==> config.mk <==
export PLATFORM = sky130hd
export DESIGN_NAME = mux_rr_feeder
export DESIGN_NICKNAME = d
export VERILOG_FILES = /design/src/rtl/mux_rr_feeder.sv
export SDC_FILE = /design/constraint.sdc
export NUM_CORES = 1
export LEC_CHECK = 0
export BUFFER_PORTS_ARGS = -buffer_cell sky130_fd_sc_hd__buf_4
export CAP_MARGIN = 10
export CELL_PAD_IN_SITES_DETAIL_PLACEMENT = 0
export CELL_PAD_IN_SITES_GLOBAL_PLACEMENT = 1
export CORE_MARGIN = 4
export CORE_UTILIZATION = 25
export DETAILED_ROUTE_END_ITERATION = 6
export GPL_TIMING_DRIVEN = 0
export PLACE_DENSITY = 0.67
export SYNTH_ARGS = -nofsm -noshare
export SYNTH_HDL_FRONTEND = slang
export SYNTH_SLANG_ARGS = --single-unit
==> constraint.sdc <==
create_clock -name clk -period 2.45 [get_ports clk]
set_clock_uncertainty 0.2 [all_clocks]
set_input_delay 0.245 -clock clk [delete_from_list [all_inputs] [get_ports clk]]
set_output_delay 0.245 -clock clk [all_outputs]
set_load 0.01 [all_outputs]
==> src/rtl/mux_rr_feeder.sv <==
// Round-robin feeder: one-word buffer per channel (a..d) with a registered select for a downstream 4:1 mux.
// Build option RR_SKIP_EMPTY_EN: an empty slot jumps straight to the next full channel instead of stepping by one.
module mux_rr_feeder #(
  parameter int WIDTH = 4
) (
  input  logic               clk,
  input  logic               rst,
  input  logic [3:0]         in_valid,
  input  logic [4*WIDTH-1:0] in_data,
  output logic [3:0]         in_ready,
  output logic [WIDTH-1:0]   a,
  output logic [WIDTH-1:0]   b,
  output logic [WIDTH-1:0]   c,
  output logic [WIDTH-1:0]   d,
  output logic [1:0]         sel,
  output logic               out_valid,
  input  logic               out_ready
);

  logic [3:0]       full_q, full_d;
  logic [WIDTH-1:0] buf_q [4];
  logic [WIDTH-1:0] buf_d [4];
  logic [1:0]       sel_q, sel_d;
  logic [1:0]       skip_sel;
  logic [3:0]       load;
  logic             xfer;

  assign out_valid = full_q[sel_q];
  assign xfer      = out_valid & out_ready;

  // A channel being drained this cycle may be refilled in the same cycle.
  generate
    for (genvar gi = 0; gi < 4; gi++) begin : g_chan
      logic drain;
      assign drain        = xfer & (sel_q == 2'(gi));
      assign in_ready[gi] = ~full_q[gi] | drain;
      assign load[gi]     = in_valid[gi] & in_ready[gi];
      assign full_d[gi]   = load[gi] | (full_q[gi] & ~drain);
      assign buf_d[gi]    = load[gi] ? in_data[gi*WIDTH +: WIDTH] : buf_q[gi];
    end
  endgenerate

`ifdef RR_SKIP_EMPTY_EN
  // Scan offsets 3..1 so the nearest full channel is the last to win.
  always_comb begin
    skip_sel = sel_q;
    for (int k = 3; k >= 1; k--) begin
      if (full_q[sel_q + 2'(k)]) begin
        skip_sel = sel_q + 2'(k);
      end
    end
  end
`else
  assign skip_sel = sel_q + 2'd1;
`endif

  always_comb begin
    sel_d = sel_q;
    if (xfer) begin
      sel_d = sel_q + 2'd1;
    end else if (!full_q[sel_q]) begin
      sel_d = skip_sel;
    end
  end

  always_ff @(posedge clk) begin
    if (rst) begin
      full_q <= '0;
      sel_q  <= '0;
      for (int i = 0; i < 4; i++) begin
        buf_q[i] <= '0;
      end
    end else begin
      full_q <= full_d;
      sel_q  <= sel_d;
      for (int i = 0; i < 4; i++) begin
        buf_q[i] <= buf_d[i];
      end
    end
  end

  assign a   = buf_q[0];
  assign b   = buf_q[1];
  assign c   = buf_q[2];
  assign d   = buf_q[3];
  assign sel = sel_q;

endmodule

# Word level (Yosys, flattened, before mapping)
# Memories as Yosys holds them, arrays and structs flattened.
# Cells that the tools add are included.
[classes]
addsub = 1
multipliers = 0
n_div = 0
magnitude_cmp = 1
eq_ne = 4
n_shift = 0
muxes = 15
bitwise_logic = 33
n_reduce_logical = 1
[ops]
columns = ["op", "count"]
rows = [
  ["2-to-1 mux 4 bit", 8],
  ["AND 1 bit", 13],
  ["bitwise OR 1 bit", 12],
  ["NOT 1 bit", 8],
  ["equality test 2 bit, second input constant", 2],
  ["2-to-1 mux 1 bit", 4],
  ["2-to-1 mux 2 bit", 2],
  ["less-than comparator 2 x 3 -> 1 bit, second input constant", 1],
  ["adder 2 x 1 -> 2 bit, second input constant", 1],
  ["binary-select mux 1 bit (select 2 bit)", 1],
  ["equality test 2 x 1 -> 1 bit, second input constant", 1],
  ["logical NOT 2 bit", 1],
  ["inequality test 2 x 1 -> 1 bit, second input constant", 1],
]
[word_totals]
ff_bits = 6
latch_bits = 0
ram_bits = 16
mem_bits_ro = 0
input_bits = 23
output_inout_bits = 23
wordCells = 58
n_memories = 1
[mem_list]
columns = ["name", "depth", "word_bits", "read_ports", "rd_clocked_by_memory_dff", "write_ports", "line_no", "rtl"]
rows = [
  ["buf_q", 4, 4, 4, 0, 4, "21", "logic [WIDTH-1:0] buf_q [4];"],
]

# Longest topological paths before layout
[logic_depth]
word_depth = 8
depth_mapped = 6
ltp_nobuf = 5

# Least setup slack after synthesis
# OpenSTA, ideal clock, no wires.
[synth_path]
kind = "flip-flop to flip-flop"
start = "register sel_q[1] (netlist: sel[1])"
end = "memory buf_q[1][0]"
setup_time_ps = 116
arrival_ps = 1525
t_required_ps = 2134
setup_slack_ps = 610
stages_incl_launch_ff = 7
path_buffers = 1
period_less_slack_ps = 1840
cell_sequence = "dfxtp_1 buf_6 clkinv_2 ha_1 nand4_4 a221o_1 and3_1"
[synth_rtl]
columns = ["item", "line_no", "rtl"]
rows = [
  ["from (decl)", "23", "logic [1:0] sel_q, sel_d;"],
  ["from (signal assigned)", "75", "sel_q <= sel_d;"],
  ["to (decl)", "21", ""],
]

# Worst setup path in the final report
[layout_path]
start = "register sel_q[1] (netlist: sel[1])"
end = "output port in_ready[0]"
[layout_between]
elab_chain_cells = 5
elab_cells_between_ends = 6
classes_between = "mux: 2; bitwise: 3; reduce/logical: 1"
[layout_rtl]
columns = ["item", "line_no", "rtl"]
rows = [
  ["binary-select mux 1 bit (select 2 bit)", "28", "assign out_valid = full_q[sel_q];"],
  ["2-to-1 mux 1 bit (implied by the code)", "28", ""],
  ["AND 1 bit", "29", "assign xfer = out_valid & out_ready;"],
  ["AND 1 bit *", "35", "assign drain = xfer & (sel_q == 2'(gi));"],
  ["bitwise OR 1 bit *", "36", "assign in_ready[gi] = ~full_q[gi] | drain;"],
  ["to (decl)", "10", "output logic [3:0] in_ready,"],
]
# Mark *: on every way between the ends. The rest lies on a longest branch, timed or not. The select of a mux whose other input is x is not followed.

==> results.cfg <==
[setup_path]
ff2ff_setup_slack_ps = 490
reg2reg_to = buf_q[0][2]
critPathMaxFanout = 9
crit_type = flip-flop to output pin
cp-start-kind = flip-flop
r2r-start = sel[1]
reg2regPathDepth = 6
worstPathArrival_ps = 1800
setup.worst_path.start = sel[1]
worst_setup_path_end_kind = output pin
crit_required_ps = 2010

[sta]
slew-limit-headroom = 0.670
maxSlewViolCount = 0
hold_viol = 0
post-route-period-util = 0.917
fin_crit_ps = 2250
setup_violations = 0
fmax_ghz = 0.445
worst_pin_slew_ps = 495
tns_ps = 0
hold_ws_ps = 64.8
rsz0062_at_grt = no

[clocking]
cts_setup_buffers = 0
htreeDepth = 1
clk_pin_slew_ps = 80
insertion_delay_ps = 270
cts_root_buffer = clkbuf_8
cts.sinks = 22
cts_tree = built
clockBufferDepth = 2
hold_buffers = 0
numCtsBuffers = 3
cts_resized = 0

[synthesis]
synth_area_leaders = dfxtp_1 (29%), mux2i_1 (11%), nand4_4 (8.5%)
ys_seq_area_frac = 0.292
synth_top_area_frac = 0.292
syn_area_um2 = 1510
avgSynthCellArea_um2 = 9.86
synth_cell_types = 26
synth_cells = 153
yosys_warnings = 0
synth_seq_cells = 22
yosysTopAreaCell = dfxtp_1
synth_nets = 180

[die]
ios = 46
fp.dieH_um = 85.7
dieArea_um2 = 7340
die_width_um = 85.7
rows = 28
core_area_um2 = 5890
start_util = 0.256

[detailed_routing]
drtPass1Iterations = 4
routed_wl_um = 3610
drt-initial-drc-count = 50
postRouteAntennaNets = 0
post_drt_wl_per_cell_um = 13.3
viasPerCell = 4.66
drc = 0
num_vias = 1264

[power_and_ir_drop]
power_leakage_nw = 0.932
peakVddDrop_mv = 0.180
power_density_nw_per_um2 = 497

[worst_hold_path]
hold_end = full_q[2]
min_from = in_valid[2]
holdCritPathClass = input pin to flip-flop
min_path_cells = 3

[global_routing]
grt_pass1_wl_um = 6150
grt.total_usage = 0.104
grt.overflow.total = 0
grt_pass1_vias = 1282
antenna_found_initial = 0
grt_max_degree = 12

[placement]
gp_congestion = 0.723
io_buffers = 40
place_hpwl_um = 2650

[run]
maxCapViolations = 0

[final_layout]
fin_util = 0.330
fin_nets = 225
synthToLayoutAreaGrowth_pct = 28.9
diodes = 0
layout-drive-gt1-share = 0.372

[run_status]
status = finished, final reports clean
[worst max-delay path, cell delays in order, from the launching register on]
cell and delay [ps]:
dfxtp_1 420, buf_6 180, clkinv_2 170, ha_1 290
nand4_4 180, nand3_1 120, buf_4 160
[worst max-delay path by stage]
stage	end	slack [ps]	cells after the start
floorplan	buf_q[1][0]	610	6
global placement	in_ready[0]	470	6
detailed placement	in_ready[0]	490	6
CTS	in_ready[0]	180	6
global route	in_ready[1]	70	6
finish	in_ready[0]	200	6
[cell type report]
| class | instances | area [um2] |
|---|---|---|
| fillers | 618 | 3940 |
| multi-input cells | 112 | 968 |
| flip-flops and latches | 22 | 440 |
| repair buffers | 40 | 300 |
| well taps | 75 | 93.8 |
| plain buffers | 12 | 72.6 |
| clock buffers | 3 | 41.3 |
| inverters | 7 | 27.5 |
[kinds of logic after synthesis]
kind of cell,Yosys count,share of synthesized area
DFF,22,0.292
buffers and inverters,19,0.0663
AOI/OAI and AO/OA,29,0.165
and+or+nand+nor,60,0.310
adders and majority gates,4,0.0332
muxes,19,0.133
[sequential cells by signal (all words and copies together), names as in the netlist]
name    flops
sel         2
full_q      4
buf_q      16
[routing by layer]
| metal | routed length, um | track usage | part of all wire | vias to the layer above |
|---|---|---|---|---|
| li1 | - | - | - | 658 |
| met1 | 1690 | 0.138 | 0.47 | 572 |
| met2 | 1640 | 0.158 | 0.45 | 29 |
| met3 | 197 | 0.0221 | 0.055 | 5 |
| met4 | 84 | 0.0561 | 0.023 | 0 |
| met5 | 0 | 0 | 0 | - |
[synth_stat cells]
library cell,number
mux2_2,1
a211oi_1,8
a21oi_1,6
ha_1,4
and2b_2,12
inv_1,6
nand3_1,16
dfxtp_1,22
a22oi_4,1
and3b_1,1
nand4_4,6
clkinv_2,1
mux2_4,2
buf_1,1
buf_4,3
nor2b_1,8
and3_1,13
a21o_2,1
clkbuf_1,5
nor2_1,3
mux2i_1,16
a221o_1,12
a2111oi_0,1
buf_2,1
nand2_1,1
buf_6,2
[report_power, final]
group	internal [mW]	switching (mW)
registers	0.390	0.0285
clock network	0.110	0.124
logic	0.161	0.152
total	0.661	0.305
[stage by stage]
step / total power, mW / cell area (um2) / setup WS [ps] / instances
after detailed placement: 0.744 / 1900 / 490 / 268
after floorplan: 0.628 / 1510 / 610 / 153
after global placement: 0.742 / 1900 / 472 / 268
after CTS: 0.988 / 1940 / 179 / 271
final: 0.966 / 1940 / 205 / 271
after global routing: 1.03 / 1940 / 69.1 / 271
[cell usage in the layout, fill, tap and decap left out]
cell / Yosys / routed
a2111oi_0: 1 / 1
nand3_1: 16 / 16
nor2b_1: 8 / 8
inv_1: 6 / 6
and2b_2: 12 / 12
a22oi_4: 1 / 1
and3_1: 13 / 13
clkinv_2: 1 / 1
mux2_4: 2 / 2
mux2i_1: 16 / 16
nand2_1: 1 / 1
and3b_1: 1 / 1
mux2_2: 1 / 1
clkbuf_8: 0 / 3
ha_1: 4 / 4
buf_1: 1 / 1
buf_6: 2 / 2
nand4_4: 6 / 6
a21o_2: 1 / 1
dfxtp_1: 22 / 22
clkbuf_1: 5 / 5
buf_4: 3 / 43
buf_2: 1 / 1
nor2_1: 3 / 3
a211oi_1: 8 / 8
a221o_1: 12 / 12
a21oi_1: 6 / 6
(Power assumes the default switching activity.)
